## src/rtl/ahb_s2m_ds_if.sv

```systemverilog
// ---------------------------------------------------------------------------
// ahb_s2m_ds_if
// Bus bundle for the AHB slave-to-master return-path multiplexer.
//   Request side  : HTRANS (muxed master transfer type), HSEL_0..2 (decoder)
//   Slave returns : HRDATA_k, HREADY_k, HRESP_k for k = 0..2
//   Muxed returns : HREADY, HRDATA, HRESP broadcast back to the masters
//   Status        : ERR_CNT (default-slave ERROR count), MULTI_SEL (sticky)
// Modports:
//   slave  - view taken by the return-path mux itself
//   master - view taken by whatever drives the bus (masters/decoder/slaves)
// ---------------------------------------------------------------------------
interface ahb_s2m_ds_if #(
    parameter int ERRCNT_W = 8
);
    logic [1:0]          HTRANS;
    logic                HSEL_0;
    logic                HSEL_1;
    logic                HSEL_2;
    logic [31:0]         HRDATA_0;
    logic [31:0]         HRDATA_1;
    logic [31:0]         HRDATA_2;
    logic                HREADY_0;
    logic                HREADY_1;
    logic                HREADY_2;
    logic [1:0]          HRESP_0;
    logic [1:0]          HRESP_1;
    logic [1:0]          HRESP_2;
    logic                HREADY;
    logic [31:0]         HRDATA;
    logic [1:0]          HRESP;
    logic [ERRCNT_W-1:0] ERR_CNT;
    logic                MULTI_SEL;

    modport slave (
        input  HTRANS, HSEL_0, HSEL_1, HSEL_2,
        input  HRDATA_0, HRDATA_1, HRDATA_2,
        input  HREADY_0, HREADY_1, HREADY_2,
        input  HRESP_0, HRESP_1, HRESP_2,
        output HREADY, HRDATA, HRESP, ERR_CNT, MULTI_SEL
    );

    modport master (
        output HTRANS, HSEL_0, HSEL_1, HSEL_2,
        output HRDATA_0, HRDATA_1, HRDATA_2,
        output HREADY_0, HREADY_1, HREADY_2,
        output HRESP_0, HRESP_1, HRESP_2,
        input  HREADY, HRDATA, HRESP, ERR_CNT, MULTI_SEL
    );
endinterface

```

## src/rtl/ahb_s2m_ds.sv

```systemverilog
// ---------------------------------------------------------------------------
// ahb_s2m_ds
// AHB slave-to-master return-path multiplexer with an integrated default
// slave. The decoder's slave select is captured at every address phase
// (HREADY=1 edge) and steers HRDATA/HREADY/HRESP of that slave back to the
// masters during the following data phase. Active transfers that hit no
// slave are answered with a two-cycle ERROR by the internal default slave.
// Ports:
//   HCLK     - bus clock
//   HRESETn  - asynchronous active-low reset
//   bus      - ahb_s2m_ds_if.slave bundle (requests, slave returns,
//              muxed returns, ERR_CNT, MULTI_SEL)
// ---------------------------------------------------------------------------
module ahb_s2m_ds #(
    parameter int          NUM_SLAVE     = 3,
    parameter logic [31:0] DEFAULT_RDATA = 32'h0000_0000,
    parameter int          ERRCNT_W      = 8
) (
    input  logic          HCLK,
    input  logic          HRESETn,
    ahb_s2m_ds_if.slave   bus
);

    localparam logic [1:0] RESP_OKAY  = 2'd0;
    localparam logic [1:0] RESP_ERROR = 2'd1;

    typedef enum logic [2:0] {
        DSEL_NONE = 3'd0,
        DSEL_S0   = 3'd1,
        DSEL_S1   = 3'd2,
        DSEL_S2   = 3'd3,
        DSEL_DEF  = 3'd4
    } dsel_t;

    typedef enum logic [1:0] {
        DS_IDLE = 2'd0,
        DS_ERR1 = 2'd1,
        DS_ERR2 = 2'd2
    } ds_state_t;

    dsel_t                r_dsel;
    ds_state_t            r_ds_state;
    logic                 r_def_hready;
    logic [1:0]           r_def_hresp;
    logic [ERRCNT_W-1:0]  r_err_cnt;
    logic                 r_multi_sel;

    logic [NUM_SLAVE-1:0] w_hsel;
    logic                 w_active;
    logic                 w_multi;
    logic                 w_unmapped;
    dsel_t                w_dsel_nxt;
    logic                 w_hready;
    logic [1:0]           w_hresp;
    logic [31:0]          w_hrdata;

    assign w_hsel     = {bus.HSEL_2, bus.HSEL_1, bus.HSEL_0};
    // NONSEQ (2) and SEQ (3) are the only transfer types with HTRANS[1] set.
    assign w_active   = bus.HTRANS[1];
    assign w_multi    = (w_hsel[0] & w_hsel[1]) | (w_hsel[0] & w_hsel[2]) |
                        (w_hsel[1] & w_hsel[2]);
    assign w_unmapped = (w_hsel == {NUM_SLAVE{1'b0}}) && w_active;

    // Next data-phase owner: lowest-index select wins, else default slave
    // for active transfers, else nobody.
    always_comb begin
        w_dsel_nxt = DSEL_NONE;
        if (w_hsel[0]) begin
            w_dsel_nxt = DSEL_S0;
        end else if (w_hsel[1]) begin
            w_dsel_nxt = DSEL_S1;
        end else if (w_hsel[2]) begin
            w_dsel_nxt = DSEL_S2;
        end else if (w_active) begin
            w_dsel_nxt = DSEL_DEF;
        end else begin
            w_dsel_nxt = DSEL_NONE;
        end
    end

    // Data-phase select and sticky multi-select flag, sampled at address phases.
    always_ff @(posedge HCLK or negedge HRESETn) begin
        if (!HRESETn) begin
            r_dsel      <= DSEL_NONE;
            r_multi_sel <= 1'b0;
        end else if (w_hready) begin
            r_dsel      <= w_dsel_nxt;
            r_multi_sel <= r_multi_sel | w_multi;
        end else begin
            r_dsel      <= r_dsel;
            r_multi_sel <= r_multi_sel;
        end
    end

    // Default-slave FSM with registered HREADY/HRESP and the error counter.
    // ERR states are only reachable while r_dsel is DEF, so the FSM's own
    // ready output is what gates sampling during ERR1/ERR2.
    always_ff @(posedge HCLK or negedge HRESETn) begin
        if (!HRESETn) begin
            r_ds_state   <= DS_IDLE;
            r_def_hready <= 1'b1;
            r_def_hresp  <= RESP_OKAY;
            r_err_cnt    <= {ERRCNT_W{1'b0}};
        end else begin
            case (r_ds_state)
                DS_IDLE: begin
                    if (w_hready && w_unmapped) begin
                        r_ds_state   <= DS_ERR1;
                        r_def_hready <= 1'b0;
                        r_def_hresp  <= RESP_ERROR;
                    end else begin
                        r_ds_state   <= DS_IDLE;
                        r_def_hready <= 1'b1;
                        r_def_hresp  <= RESP_OKAY;
                    end
                end
                DS_ERR1: begin
                    r_ds_state   <= DS_ERR2;
                    r_def_hready <= 1'b1;
                    r_def_hresp  <= RESP_ERROR;
                    if (r_err_cnt != {ERRCNT_W{1'b1}}) begin
                        r_err_cnt <= r_err_cnt + ERRCNT_W'(1);
                    end else begin
                        r_err_cnt <= r_err_cnt;
                    end
                end
                DS_ERR2: begin
                    if (w_hready && w_unmapped) begin
                        r_ds_state   <= DS_ERR1;
                        r_def_hready <= 1'b0;
                        r_def_hresp  <= RESP_ERROR;
                    end else begin
                        r_ds_state   <= DS_IDLE;
                        r_def_hready <= 1'b1;
                        r_def_hresp  <= RESP_OKAY;
                    end
                end
                default: begin
                    r_ds_state   <= DS_IDLE;
                    r_def_hready <= 1'b1;
                    r_def_hresp  <= RESP_OKAY;
                end
            endcase
        end
    end

    // Return-path mux: zero-latency forwarding of the data-phase owner.
    always_comb begin
        w_hready = 1'b1;
        w_hresp  = RESP_OKAY;
        w_hrdata = DEFAULT_RDATA;
        case (r_dsel)
            DSEL_S0: begin
                w_hready = bus.HREADY_0;
                w_hresp  = bus.HRESP_0;
                w_hrdata = bus.HRDATA_0;
            end
            DSEL_S1: begin
                w_hready = bus.HREADY_1;
                w_hresp  = bus.HRESP_1;
                w_hrdata = bus.HRDATA_1;
            end
            DSEL_S2: begin
                w_hready = bus.HREADY_2;
                w_hresp  = bus.HRESP_2;
                w_hrdata = bus.HRDATA_2;
            end
            DSEL_DEF: begin
                w_hready = r_def_hready;
                w_hresp  = r_def_hresp;
                w_hrdata = DEFAULT_RDATA;
            end
            DSEL_NONE: begin
                w_hready = 1'b1;
                w_hresp  = RESP_OKAY;
                w_hrdata = DEFAULT_RDATA;
            end
            default: begin
                w_hready = 1'b1;
                w_hresp  = RESP_OKAY;
                w_hrdata = DEFAULT_RDATA;
            end
        endcase
    end

    assign bus.HREADY    = w_hready;
    assign bus.HRESP     = w_hresp;
    assign bus.HRDATA    = w_hrdata;
    assign bus.ERR_CNT   = r_err_cnt;
    assign bus.MULTI_SEL = r_multi_sel;

endmodule
```

## src/flat_wrapper.sv

```systemverilog
// flat-port wrapper written by rule: the top's interface ports become plain ports
module ahb_s2m_ds_flat 
#(
    parameter int          NUM_SLAVE     = 3,
    parameter logic [31:0] DEFAULT_RDATA = 32'h0000_0000,
    parameter int          ERRCNT_W      = 8
)
  (HCLK, HRESETn, bus_HTRANS, bus_HSEL_0, bus_HSEL_1, bus_HSEL_2, bus_HRDATA_0, bus_HRDATA_1, bus_HRDATA_2, bus_HREADY_0, bus_HREADY_1, bus_HREADY_2, bus_HRESP_0, bus_HRESP_1, bus_HRESP_2, bus_HREADY, bus_HRDATA, bus_HRESP, bus_ERR_CNT, bus_MULTI_SEL);
  ahb_s2m_ds_if #(.ERRCNT_W(ERRCNT_W)) bus_i ();
  input  logic HCLK;
  input  logic HRESETn;
  input wire logic [$bits(bus_i.HTRANS)-1:0] bus_HTRANS;
  input wire logic [$bits(bus_i.HSEL_0)-1:0] bus_HSEL_0;
  input wire logic [$bits(bus_i.HSEL_1)-1:0] bus_HSEL_1;
  input wire logic [$bits(bus_i.HSEL_2)-1:0] bus_HSEL_2;
  input wire logic [$bits(bus_i.HRDATA_0)-1:0] bus_HRDATA_0;
  input wire logic [$bits(bus_i.HRDATA_1)-1:0] bus_HRDATA_1;
  input wire logic [$bits(bus_i.HRDATA_2)-1:0] bus_HRDATA_2;
  input wire logic [$bits(bus_i.HREADY_0)-1:0] bus_HREADY_0;
  input wire logic [$bits(bus_i.HREADY_1)-1:0] bus_HREADY_1;
  input wire logic [$bits(bus_i.HREADY_2)-1:0] bus_HREADY_2;
  input wire logic [$bits(bus_i.HRESP_0)-1:0] bus_HRESP_0;
  input wire logic [$bits(bus_i.HRESP_1)-1:0] bus_HRESP_1;
  input wire logic [$bits(bus_i.HRESP_2)-1:0] bus_HRESP_2;
  output wire logic [$bits(bus_i.HREADY)-1:0] bus_HREADY;
  output wire logic [$bits(bus_i.HRDATA)-1:0] bus_HRDATA;
  output wire logic [$bits(bus_i.HRESP)-1:0] bus_HRESP;
  output wire logic [$bits(bus_i.ERR_CNT)-1:0] bus_ERR_CNT;
  output wire logic [$bits(bus_i.MULTI_SEL)-1:0] bus_MULTI_SEL;
  assign bus_i.HTRANS = bus_HTRANS;
  assign bus_i.HSEL_0 = bus_HSEL_0;
  assign bus_i.HSEL_1 = bus_HSEL_1;
  assign bus_i.HSEL_2 = bus_HSEL_2;
  assign bus_i.HRDATA_0 = bus_HRDATA_0;
  assign bus_i.HRDATA_1 = bus_HRDATA_1;
  assign bus_i.HRDATA_2 = bus_HRDATA_2;
  assign bus_i.HREADY_0 = bus_HREADY_0;
  assign bus_i.HREADY_1 = bus_HREADY_1;
  assign bus_i.HREADY_2 = bus_HREADY_2;
  assign bus_i.HRESP_0 = bus_HRESP_0;
  assign bus_i.HRESP_1 = bus_HRESP_1;
  assign bus_i.HRESP_2 = bus_HRESP_2;
  assign bus_HREADY = bus_i.HREADY;
  assign bus_HRDATA = bus_i.HRDATA;
  assign bus_HRESP = bus_i.HRESP;
  assign bus_ERR_CNT = bus_i.ERR_CNT;
  assign bus_MULTI_SEL = bus_i.MULTI_SEL;
  ahb_s2m_ds #(.NUM_SLAVE(NUM_SLAVE), .DEFAULT_RDATA(DEFAULT_RDATA), .ERRCNT_W(ERRCNT_W)) u_core (.HCLK(HCLK), .HRESETn(HRESETn), .bus(bus_i));
endmodule
```

## config.mk

```make
export PLATFORM = sky130hd
export DESIGN_NAME = ahb_s2m_ds_flat
export DESIGN_NICKNAME = d
export VERILOG_FILES = /design/src/rtl/ahb_s2m_ds_if.sv /design/src/rtl/ahb_s2m_ds.sv /design/src/flat_wrapper.sv
export SDC_FILE = /design/constraint.sdc
export NUM_CORES = 1
export LEC_CHECK = 0
export BUFFER_PORTS_ARGS = -buffer_cell sky130_fd_sc_hd__buf_2
export CAP_MARGIN = 10
export CORE_ASPECT_RATIO = 1.75
export CORE_MARGIN = 2
export CORE_UTILIZATION = 23
export CTS_CLUSTER_SIZE = 12
export DETAILED_ROUTE_END_ITERATION = 10
export PLACE_DENSITY = 0.61
export SLEW_MARGIN = 40
export SYNTH_ARGS = -nofsm -noshare
export SYNTH_HDL_FRONTEND = slang
export SYNTH_SLANG_ARGS = --single-unit
```

## constraint.sdc

```tcl
create_clock -name HCLK -period 1.65 [get_ports HCLK]
set_input_delay 0.33 -clock HCLK [delete_from_list [all_inputs] [get_ports HCLK]]
set_output_delay 0.33 -clock HCLK [all_outputs]
set_load 0.005 [all_outputs]
```

# Yosys cells after proc, flatten, opt, wreduce, memory -nomap -nowiden
# Cells that the tools add are included.
# totals
register_bits	17
input_bits	112
output_inout_bits	44
word_cells	38
# op_classes
bitwise	6
add_sub_neg	1
reduce_logical	6
eq_ne	7
muxes	12
# ops
op	count
32-bit one-hot mux with 3 select lines	1
3-bit two-way mux	4
8-bit by 1-bit adder with 8-bit output, second input constant	1
8-bit != test, second input constant	1
2-bit one-hot mux with 2 select lines	2
2-bit one-hot mux with 4 select lines	1
3-bit by 2-bit == test with 1-bit output, second input constant	2
1-bit one-hot mux with 4 select lines	1
1-bit bitwise AND	3
3-bit by 1-bit == test with 1-bit output, second input constant	1
3-bit == test, second input constant	1
3-bit logical NOT	1
1-bit two-way mux	3
1-bit OR	3
2-bit by 1-bit == test with 1-bit output, second input constant	1
2-bit == test, second input constant	1
1-bit logical AND	2
2-bit logical NOT	1
2-bit AND reduction	1
2-bit OR reduction	1

# Logic depth before layout (Yosys ltp)
# Gate-level depths: netlist of run 1.
# depth
word_depth	5
ltp_mapped	6
ltp_nobuf	4

# Worst setup path before layout of run 1
# OpenSTA, ideal clock, no wires.
# synth_timing
kind	register to output
startpoint	register u_core.r_dsel[1]
endpoint	output bus_HRDATA[0]
arrival_time_ns	1.257
n_path_buf	2
required_time_ns	1.320
path_slack_ns	0.063
stages_incl_launch_ff	6
path_cell_list	dfrtp_1 -> buf_4 -> buf_4 -> mux2_2 -> a22oi_1 -> nor2_1
# synth_between
elab_chain_len	2
word_cells_on_any_way	4
cone_classes	eq/ne: 3; mux: 1
# synth_lines
element	line_no	rtl
start, declared	ahb_s2m_ds.sv:41	dsel_t r_dsel;
start signal, assigned	ahb_s2m_ds.sv:87	r_dsel <= w_dsel_nxt;
start signal, assigned	ahb_s2m_ds.sv:90	r_dsel <= r_dsel;
3-bit by 2-bit == test with 1-bit output / 3-bit by 1-bit == test with 1-bit output (equally long branches)	ahb_s2m_ds.sv:152	case (r_dsel)
32-bit one-hot mux with 3 select lines *	ahb_s2m_ds.sv:152	
end, declared	flat_wrapper.sv:26	output wire logic [$bits(bus_i.HRDATA)-1:0] bus_HRDATA;
# Mark *: on every way between the ends. The rest lies on a longest branch, timed or not.

# Worst setup path after layout of run 1
# layout_timing
startpoint	register u_core.r_dsel[1]
endpoint	output bus_HREADY
# layout_between
elab_chain_len	2
word_cells_on_any_way	5
cone_classes	eq/ne: 4; mux: 1
# layout_lines
element	line_no	rtl
3-bit == test, or another cell as far along	ahb_s2m_ds.sv:152	
1-bit one-hot mux with 4 select lines *	ahb_s2m_ds.sv:152	
end, declared	flat_wrapper.sv:25	output wire logic [$bits(bus_i.HREADY)-1:0] bus_HREADY;
# Marks and branches as above.

==> flow_summary.json, run 1 <==
{
  "outcome": "complete, but fails checks",
  "violations": "hold timing, setup timing",
  "maxCapViolCount": 0,
  "overflow": 0,
  "finalWeightedCongestion": 0.784,
  "hold_viol": 9,
  "min_period_ns": 1.89,
  "portBuffers": 154,
  "powerDensity_nw_per_um2": 844,
  "p_int_mw": 1.63,
  "std_cell_rows": 41,
  "synth_area_leaders": "dfrtp_1 23%, mux2_2 22%, a22oi_1 15%",
  "yosys.area.top_type": "dfrtp_1",
  "antenna_left": 0,
  "final_max_slew_viol_count": 0,
  "clkSlewWorstSetupHoldPaths_ns": 0.05,
  "max_freq_mhz": 530,
  "clkLatencyLatePin_ns": 0.24,
  "die_h_um": 117,
  "power_frac_comb_pct": 58.5,
  "setup_ws_ns": -0.235,
  "synth_most_common_cell": "nor2_1",
  "setup_viol": 35,
  "leakage_nw": 1.53,
  "synth_edf_count": 0,
  "htreeDepth": 1,
  "antenna_found_initial": 1,
  "cts_made_buffers": 3,
  "grt_setup_unrepaired": "true",
  "cp.arrival_ns": 1.56,
  "area_growth_pct": 75.2,
  "p_seq_share_pct": 20.7,
  "clkPwrFrac_pct": 20.8,
  "place_area_um2": 2600,
  "die_w_um": 68.3,
  "wl_per_cell_um": 13.7,
  "first_iter_violations": 37,
  "initial_core_util_pct": 23.4,
  "hold_buffers": 0,
  "dr.pass1.iters": 4,
  "cts.sinks": 16,
  "cts_buffer_depth": 2,
  "ys_top_cells_by_count": "37 x nor2_1, 33 x a22oi_1, 33 x mux2_2",
  "ys_seq_area_share_pct": 24.1,
  "dieArea_um2": 7960,
  "end_kind": "output port",
  "layoutNonFillerInstCount": 438,
  "wirelength_mm": 6.01,
  "hp-class": "in -> async",
  "via_per_inst": 4.76,
  "synth_seq_cells": 16,
  "synth.top_cell.area_share_pct": 22.5,
  "postSynthAreaPerCell_um2": 8.86,
  "crit_type": "reg -> out",
  "place.detailed.hpwl_mm": 4.60,
  "required_ns": 1.32,
  "synthCells": 188,
  "io_pins": 156,
  "drive_gt1_share_pct": 69.8,
  "cts_root_buf": "clkbuf_16",
  "grt_pass1_wl_mm": 8.05,
  "peakVddDrop_mv": 0.797,
  "finalPower_mw": 2.46,
  "skew_ns": 0.00337,
  "cts_tree": "built",
  "track_usage_pct": 12.7,
  "tns_ns": -6.95,
  "holdWs_ns": -0.00947,
  "synth_fp_nets": 301,
  "grt_max_degree": 29,
  "dr_total_vias": 2086,
  "synth_ff_type": "dfrtp_1",
  "final_cell_area_um2": 2920,
  "nets": 465,
  "fin_crit_sh_pct": 114,
  "ys_types": 44,
  "placed_cells": 429,
  "worstMarginPinSlew_ns": 0.358,
  "grt_pass1_vias": 1822,
  "syn_area_um2": 1670,
  "slew_headroom_pct": 76.2,
  "async_flop_share_pct": 100,
  "drcViolationCount": 0,
  "coreArea_um2": 7130,
  "sw_frac_of_total_pct": 33.7,
  "power_switching_mw": 0.831,
  "cp-start-kind": "flip-flop",
  "synth_warnings": 0,
  "worst-path-max-fanout": 5
}
## cells by family (layout without fill, tap and decap cells)
group	Yosys count	count (layout)	synth area share [%]
flip-flops	16	16	24.1
AND/OR/NAND/NOR	61	61	18.6
AO/OA/AOI/OAI	49	49	21.9
XOR/XNOR	1	1	0.526
multiplexers	40	40	27.1
buffers and inverters	19	182	6.46
adder cells (fa/ha/maj)	2	2	1.35
other	0	1	0
## metal layers
layer / track usage (%) / wire, um / vias up
li1: - / - / 1030
met1: 13.7 / 2160 / 949
met2: 25.4 / 3330 / 107
met3: 1.45 / 514 / 0
met4: 2.40 / 0 / 0
met5: 0 / 0 / -
## repair_timing
action / in CTS / in global routing
pin swaps: 2 / 0
setup endpoints to repair: 35 / 37
resized for setup: 6 / 33
cloned: 0 / 1
buffers inserted: 3 / 0
## path summary, 6_finish.rpt
kind                                       from              endpoint  slack, ns  cells after the start
min in group HCLK                  bus_HREADY_0      u_core.r_dsel[0]       0.43                      4
hold reg to reg            u_core.bus.MULTI_SEL  u_core.bus.MULTI_SEL       0.46                      1
setup reg to reg               u_core.r_dsel[1]      u_core.r_dsel[1]      -0.09                      6
max in group asynchronous               HRESETn   u_core.r_def_hready       1.36                      1
setup / recovery               u_core.r_dsel[1]            bus_HREADY      -0.24                      5
hold / removal                          HRESETn  u_core.bus.MULTI_SEL     -0.009                      1
## critical path: stages (launching register included)
cell and delay, ns:
dfrtp_2 0.47, buf_4 0.17, nor4b_2 0.33, a211o_2 0.19, inv_4 0.04, buf_2 0.11
## cell usage in the layout, fill, tap and decap left out, types with 4 or more instances in the layout
| master | Yosys | routed |
|---|---|---|
| buf_2 | 2 | 154 |
| mux2_1 | 4 | 4 |
| nand2_1 | 6 | 6 |
| mux2_4 | 1 | 9 |
| a22oi_2 | 0 | 25 |
| buf_4 | 7 | 15 |
| nor2_1 | 37 | 37 |
| dfrtp_1 | 15 | 14 |
| clkbuf_16 | 0 | 4 |
| a22oi_1 | 33 | 8 |
| mux2_2 | 33 | 25 |
## power groups by stage
stage	clock (mW)	combinational, mW	sequential [mW]
after floorplan	0	0.698	0.513
after global placement	0	1.24	0.508
after detailed placement	0	1.26	0.511
after CTS	0.518	1.30	0.505
after global routing	0.536	1.58	0.520
final	0.512	1.44	0.509
## cell type report
type                    count  area (um2)
diodes                      1        2.50
clock buffers               4        88.8
fillers                   712        4210
inverters                   3        13.8
multi-input cells         153        1320
flip-flops and latches     16         403
well taps                  86         108
repair buffers            175         986
## sequential cells by signal, indices dropped and copies added (netlist names)
register,flops
u_core.r_def_hresp,1
u_core.bus.MULTI_SEL,1
u_core.bus.ERR_CNT,8
u_core.r_dsel,3
u_core.r_ds_state,2
u_core.r_def_hready,1
## stage by stage
step           setup WS [ns]  utilization [%]  hold WS (ns)
6_report              -0.235             40.9      -0.00947
5_1_grt               -0.304             40.9        0.0285
4_1_cts               -0.250             38.4       0.00363
3_5_place_dp         0.00632             36.5         0.262
3_3_place_gp         0.00359             36.5         0.272
2_1_floorplan         0.0632                -        0.0344
Note: power is estimated with default switching activity, not from simulation.
==> run 2: changes to the inputs <==
--- a/config.mk
+++ b/config.mk
@@ -13,6 +13,7 @@
 export CTS_CLUSTER_SIZE = 12
 export DETAILED_ROUTE_END_ITERATION = 10
 export PLACE_DENSITY = 0.61
+export SKIP_LAST_GASP = 1
 export SLEW_MARGIN = 40
 export SYNTH_ARGS = -nofsm -noshare
 export SYNTH_HDL_FRONTEND = slang
==> flow_summary.json, run 2 (synthesis results as in run 1) <==
{
  "min_period_ns": 1.89,
  "wl_per_cell_um": 13.2,
  "finalPower_mw": 2.34,
  "crit_start": "u_core.r_dsel[1]",
  "skew_ns": 0.00337,
  "grt_pass1_vias": 1823,
  "worst-path-buf-inv": 2,
  "drcViolationCount": 0,
  "power_frac_comb_pct": 56.3,
  "die_h_um": 117,
  "cts.sinks": 16,
  "wl_met3_um": 518,
  "most-common-layout-cells": "154 x buf_2, 37 x nor2_1, 33 x mux2_2, 33 x a22oi_1, 16 x buf_4",
  "htreeDepth": 1,
  "power_switching_mw": 0.769,
  "worst-path-max-fanout": 12,
  "clkLatencyLatePin_ns": 0.24,
  "clkSlewWorstSetupHoldPaths_ns": 0.05,
  "met1Wirelength_mm": 2.13,
  "hold_viol": 9,
  "fill_cells": 726,
  "fin_crit_sh_pct": 115,
  "r2r_slack_ns": -0.09,
  "holdWs_ns": -0.00945,
  "grt_max_degree": 29,
  "dieArea_um2": 7960,
  "violations": "hold timing, setup timing",
  "nets": 465,
  "cp-start-kind": "flip-flop",
  "worstPathCellList": "clkbuf_16 -> mux2_2 -> a22oi_1 -> nor2_1 -> buf_2",
  "worst-r2r-cell-count": 6,
  "maxCapViolCount": 0,
  "path_depth": 5,
  "portBuffers": 154,
  "multi_input_area_um2": 1160,
  "setup_ws_ns": -0.244,
  "cp-endpoint": "bus_HRDATA[21]",
  "slowest_delay_ns": 0.45,
  "peakVddDrop_mv": 0.795,
  "cts_made_buffers": 3,
  "r2r-start": "u_core.r_dsel[1]",
  "antenna_found_initial": 1,
  "outcome": "complete, but fails checks",
  "setup_viol": 36,
  "grt_setup_unrepaired": "true",
  "crit_type": "reg -> out",
  "io_pins": 156,
  "r2r-end": "u_core.r_dsel[1]",
  "cts_root_buf": "clkbuf_16",
  "largest_register_ffs": 8,
  "clkPwrFrac_pct": 21.9,
  "slew_headroom_pct": 76.2,
  "tns_ns": -7.51,
  "final_cell_area_um2": 2760,
  "coreArea_um2": 7130,
  "powerDensity_nw_per_um2": 847,
  "finalWeightedCongestion": 0.784,
  "track_usage_pct": 12.8,
  "route.met2.wl_mm": 3.12,
  "first_iter_violations": 37,
  "cp.arrival_ns": 1.56,
  "wirelength_mm": 5.77,
  "drive_gt1_share_pct": 62.7,
  "initial_core_util_pct": 23.4,
  "end_kind": "output port",
  "dr.pass1.iters": 4,
  "hp-class": "in -> async",
  "sw_frac_of_total_pct": 32.9,
  "worstMarginPinSlew_ns": 0.358,
  "die_w_um": 68.3,
  "std_cell_rows": 41,
  "place.detailed.hpwl_mm": 4.60,
  "antenna_left": 0,
  "final_max_slew_viol_count": 0,
  "area_growth_pct": 65.7,
  "routed.top_layer": "met3",
  "grt_pass1_wl_mm": 8.07,
  "final_util_pct": 38.7,
  "via_per_inst": 4.71,
  "final_common_cell": "buf_2",
  "max_freq_mhz": 528,
  "ff_latch_area_um2": 403,
  "leakage_nw": 1.49,
  "critPathSlowestCell": "dfrtp_2",
  "cp_top_family": "flip-flops",
  "place_area_um2": 2600,
  "p_seq_share_pct": 21.8,
  "dr_total_vias": 2062,
  "cts_tree": "built",
  "overflow": 0,
  "p_int_mw": 1.57,
  "cts_buffer_depth": 2,
  "required_ns": 1.32
}
## run 2: cell types whose count changed in the layout (fill, tap and decap cells not counted)
cell,change
buf_6,-1
a22oi_2,-25
mux2_2,+8
buf_4,+1
a22oi_1,+25
mux2_4,-8
## run 2: worst reg2reg max path, stage by stage (launching register included)
cell and delay (ns):
dfrtp_2 0.47, buf_4 0.17, nor4b_2 0.33, a211o_2 0.19, inv_4 0.04, buf_4 0.14, mux2_4 0.28
## run 2: metal layers
metal	track usage [%]	vias up
met3	1.45	0
met2	25.4	107
met1	13.9	926
met4	2.40	0
li1	-	1029
met5	0	-
## run 2: metrics by stage
stage | instances | setup WS (ns)
final | 438 | -0.244
after global routing | 438 | -0.347
after CTS | 436 | -0.264
after detailed placement | 429 | 0.00632
after global placement | 429 | 0.00359
after floorplan | 188 | 0.0632
## run 2: how the worst min path moves through the flow
stage / start / end / slack (ns) / cells past startpoint
CTS: HRESETn / u_core.bus.MULTI_SEL / 0.004 / 1
global placement: HRESETn / u_core.bus.MULTI_SEL / 0.27 / 1
detailed placement: HRESETn / u_core.bus.MULTI_SEL / 0.26 / 1
finish: HRESETn / u_core.bus.MULTI_SEL / -0.009 / 1
global route: HRESETn / u_core.bus.MULTI_SEL / 0.03 / 1
floorplan: HRESETn / u_core.bus.ERR_CNT[0] / 0.03 / 0
## run 2: area by class of cell
class / instances / area share (%)
inverter: 3 / 0.499
multi-input combinational: 153 / 42.1
timing repair buffer: 175 / 35.6
tap: 86 / 3.90
antenna: 1 / 0.0907
clock buffer: 4 / 3.22
sequential: 16 / 14.6
## run 2: power groups by stage
stage / clock (mW) / combinational (mW) / sequential, mW
2_1_floorplan: 0 / 0.698 / 0.513
3_3_place_gp: 0 / 1.24 / 0.508
3_5_place_dp: 0 / 1.26 / 0.511
4_1_cts: 0.518 / 1.29 / 0.504
5_1_grt: 0.536 / 1.45 / 0.520
6_report: 0.512 / 1.31 / 0.510
## run 2: what timing repair did
action | CTS | global route
endpoints found under the setup margin | 35 | 37
pin swaps | 2 | 0
buffers inserted | 3 | 0
gates cloned | 0 | 1
hold buffers | 0 | 0
gates resized for setup | 2 | 3
==> run 3: changes to the inputs <==
--- a/config.mk
+++ b/config.mk
@@ -5,7 +5,7 @@
 export SDC_FILE = /design/constraint.sdc
 export NUM_CORES = 1
 export LEC_CHECK = 0
-export BUFFER_PORTS_ARGS = -buffer_cell sky130_fd_sc_hd__buf_2
+export BUFFER_PORTS_ARGS = -buffer_cell sky130_fd_sc_hd__clkbuf_2
 export CAP_MARGIN = 10
 export CORE_ASPECT_RATIO = 1.75
 export CORE_MARGIN = 2
==> flow_summary.json, run 3 (synthesis results as in run 1) <==
{
  "cts_buffer_depth": 2,
  "cts.sinks": 16,
  "portBuffers": 154,
  "critPathSlowestCell": "dfrtp_2",
  "clkSlewWorstSetupHoldPaths_ns": 0.05,
  "wl_per_cell_um": 13.0,
  "final_cell_area_um2": 2790,
  "power_frac_comb_pct": 56.5,
  "most-common-layout-cells": "154 x clkbuf_2, 37 x nor2_1, 33 x mux2_2",
  "maxCapViolCount": 0,
  "place.detailed.hpwl_mm": 4.60,
  "clkPwrFrac_pct": 22.2,
  "io_pins": 156,
  "end_kind": "output port",
  "area_growth_pct": 67.6,
  "r2r-end": "u_core.r_dsel[1]",
  "powerDensity_nw_per_um2": 849,
  "min_period_ns": 1.92,
  "p_int_mw": 1.58,
  "max_freq_mhz": 521,
  "coreArea_um2": 7130,
  "final_common_cell": "clkbuf_2",
  "use_met2_pct": 25.8,
  "hp-class": "in -> async",
  "track_usage_pct": 13.0,
  "cts_tree": "built",
  "slowest_delay_ns": 0.43,
  "worst-path-max-fanout": 6,
  "crit_type": "reg -> out",
  "peakVddDrop_mv": 0.658,
  "grt_setup_unrepaired": "true",
  "met3_usage_pct": 0.578,
  "worstMarginPinSlew_ns": 0.418,
  "cts_root_buf": "clkbuf_16",
  "overflow": 0,
  "p_seq_share_pct": 21.4,
  "dieArea_um2": 7960,
  "skew_ns": 0.00139,
  "fill_cells": 757,
  "finalWeightedCongestion": 0.774,
  "antenna_found_initial": 0,
  "hold_viol": 0,
  "nets": 467,
  "setup_ws_ns": -0.268,
  "power_switching_mw": 0.792,
  "outcome": "complete, but fails checks",
  "wirelength_mm": 5.72,
  "multi_input_area_um2": 1180,
  "ff_latch_area_um2": 405,
  "dp_slack_ns": -0.0109,
  "leakage_nw": 1.52,
  "required_ns": 1.32,
  "drive_gt1_share_pct": 64.6,
  "holdWs_ns": 0.00861,
  "final_max_slew_viol_count": 0,
  "r2r-start": "u_core.r_dsel[1]",
  "drcViolationCount": 0,
  "gr-usage-met1_pct": 14.9,
  "std_cell_rows": 41,
  "fin_crit_sh_pct": 116,
  "violations": "setup timing",
  "dr_total_vias": 2068,
  "grt_pass1_vias": 1869,
  "first_iter_violations": 61,
  "antenna_left": 0,
  "cts_made_buffers": 3,
  "worstPathCellList": "buf_4 -> clkbuf_16 -> mux2_2 -> a22oi_1 -> nor2_1 -> clkbuf_2",
  "htreeDepth": 1,
  "place_area_um2": 2590,
  "tns_ns": -7.16,
  "initial_core_util_pct": 23.4,
  "grt_pass1_wl_mm": 8.23,
  "die_h_um": 117,
  "largest_register_ffs": 8,
  "grt_max_degree": 32,
  "r2r_slack_ns": 0.03,
  "placed_cells": 429,
  "worst-r2r-cell-count": 5,
  "n_antenna_cell": 0,
  "dr.pass1.iters": 4,
  "grt_busiest_layer": "met2",
  "setup_viol": 34,
  "cp-start-kind": "flip-flop",
  "layoutNonFillerInstCount": 439,
  "die_w_um": 68.3,
  "slew_headroom_pct": 72.1,
  "clkLatencyLatePin_ns": 0.24,
  "sw_frac_of_total_pct": 33.4,
  "via_per_inst": 4.71,
  "cp.arrival_ns": 1.59
}
run 3: per-layer routing:
| layer | vias up | wire length (um) |
|---|---|---|
| met2 | 109 | 3070 |
| met3 | 0 | 445 |
| met5 | - | 0 |
| li1 | 1031 | - |
| met1 | 928 | 2200 |
| met4 | 0 | 0 |
run 3: what timing repair did:
item,4_1_cts,5_1_grt
gates resized for setup,6,9
gates cloned,0,1
pin swaps,1,0
endpoints found under the setup margin,36,36
hold buffers,0,0
setup buffers,0,5
run 3: cell type report:
type / count / area share, %
clock buffers: 4 / 3.18
inverters: 3 / 0.493
multi-input cells: 153 / 42.1
flip-flops and latches: 16 / 14.5
well taps: 86 / 3.85
repair buffers: 177 / 35.8
run 3: metrics by stage:
step                      power, mW  util [%]
after floorplan                1.21         -
after global placement         1.75      36.3
after detailed placement       1.77      36.3
after CTS                      2.31      37.8
after global routing           2.54      39.1
final                          2.37      39.1
run 3: power by group through the flow:
stage                     sequential, mW  combinational, mW  clock [mW]
after floorplan                    0.513              0.698           0
after global placement             0.509               1.24           0
after detailed placement           0.515               1.26           0
after CTS                          0.510               1.27       0.530
after global routing               0.517               1.48       0.542
final                              0.506               1.34       0.525
run 3: worst max-delay path: cells and delay by family (launching register included):
family	cells	cell delay, ns
compound gates	1	0.14
simple gates	1	0.07
buf+inv	3	0.39
flops	1	0.43
mux	1	0.32
run 3: how the worst max path moves through the flow:
| stage | from | endpoint | slack, ns | cells after the start |
|---|---|---|---|---|
| final | u_core.r_dsel[1] | bus_HRDATA[0] | -0.27 | 6 |
| after global routing | u_core.r_dsel[1] | bus_HRDATA[28] | -0.34 | 5 |
| after CTS | u_core.r_dsel[1] | bus_HRDATA[28] | -0.26 | 5 |
| after detailed placement | u_core.r_dsel[1] | bus_HREADY | -0.01 | 5 |
| after global placement | u_core.r_dsel[0] | bus_HRDATA[15] | 0.01 | 5 |
| after floorplan | u_core.r_dsel[1] | bus_HRDATA[0] | 0.06 | 5 |
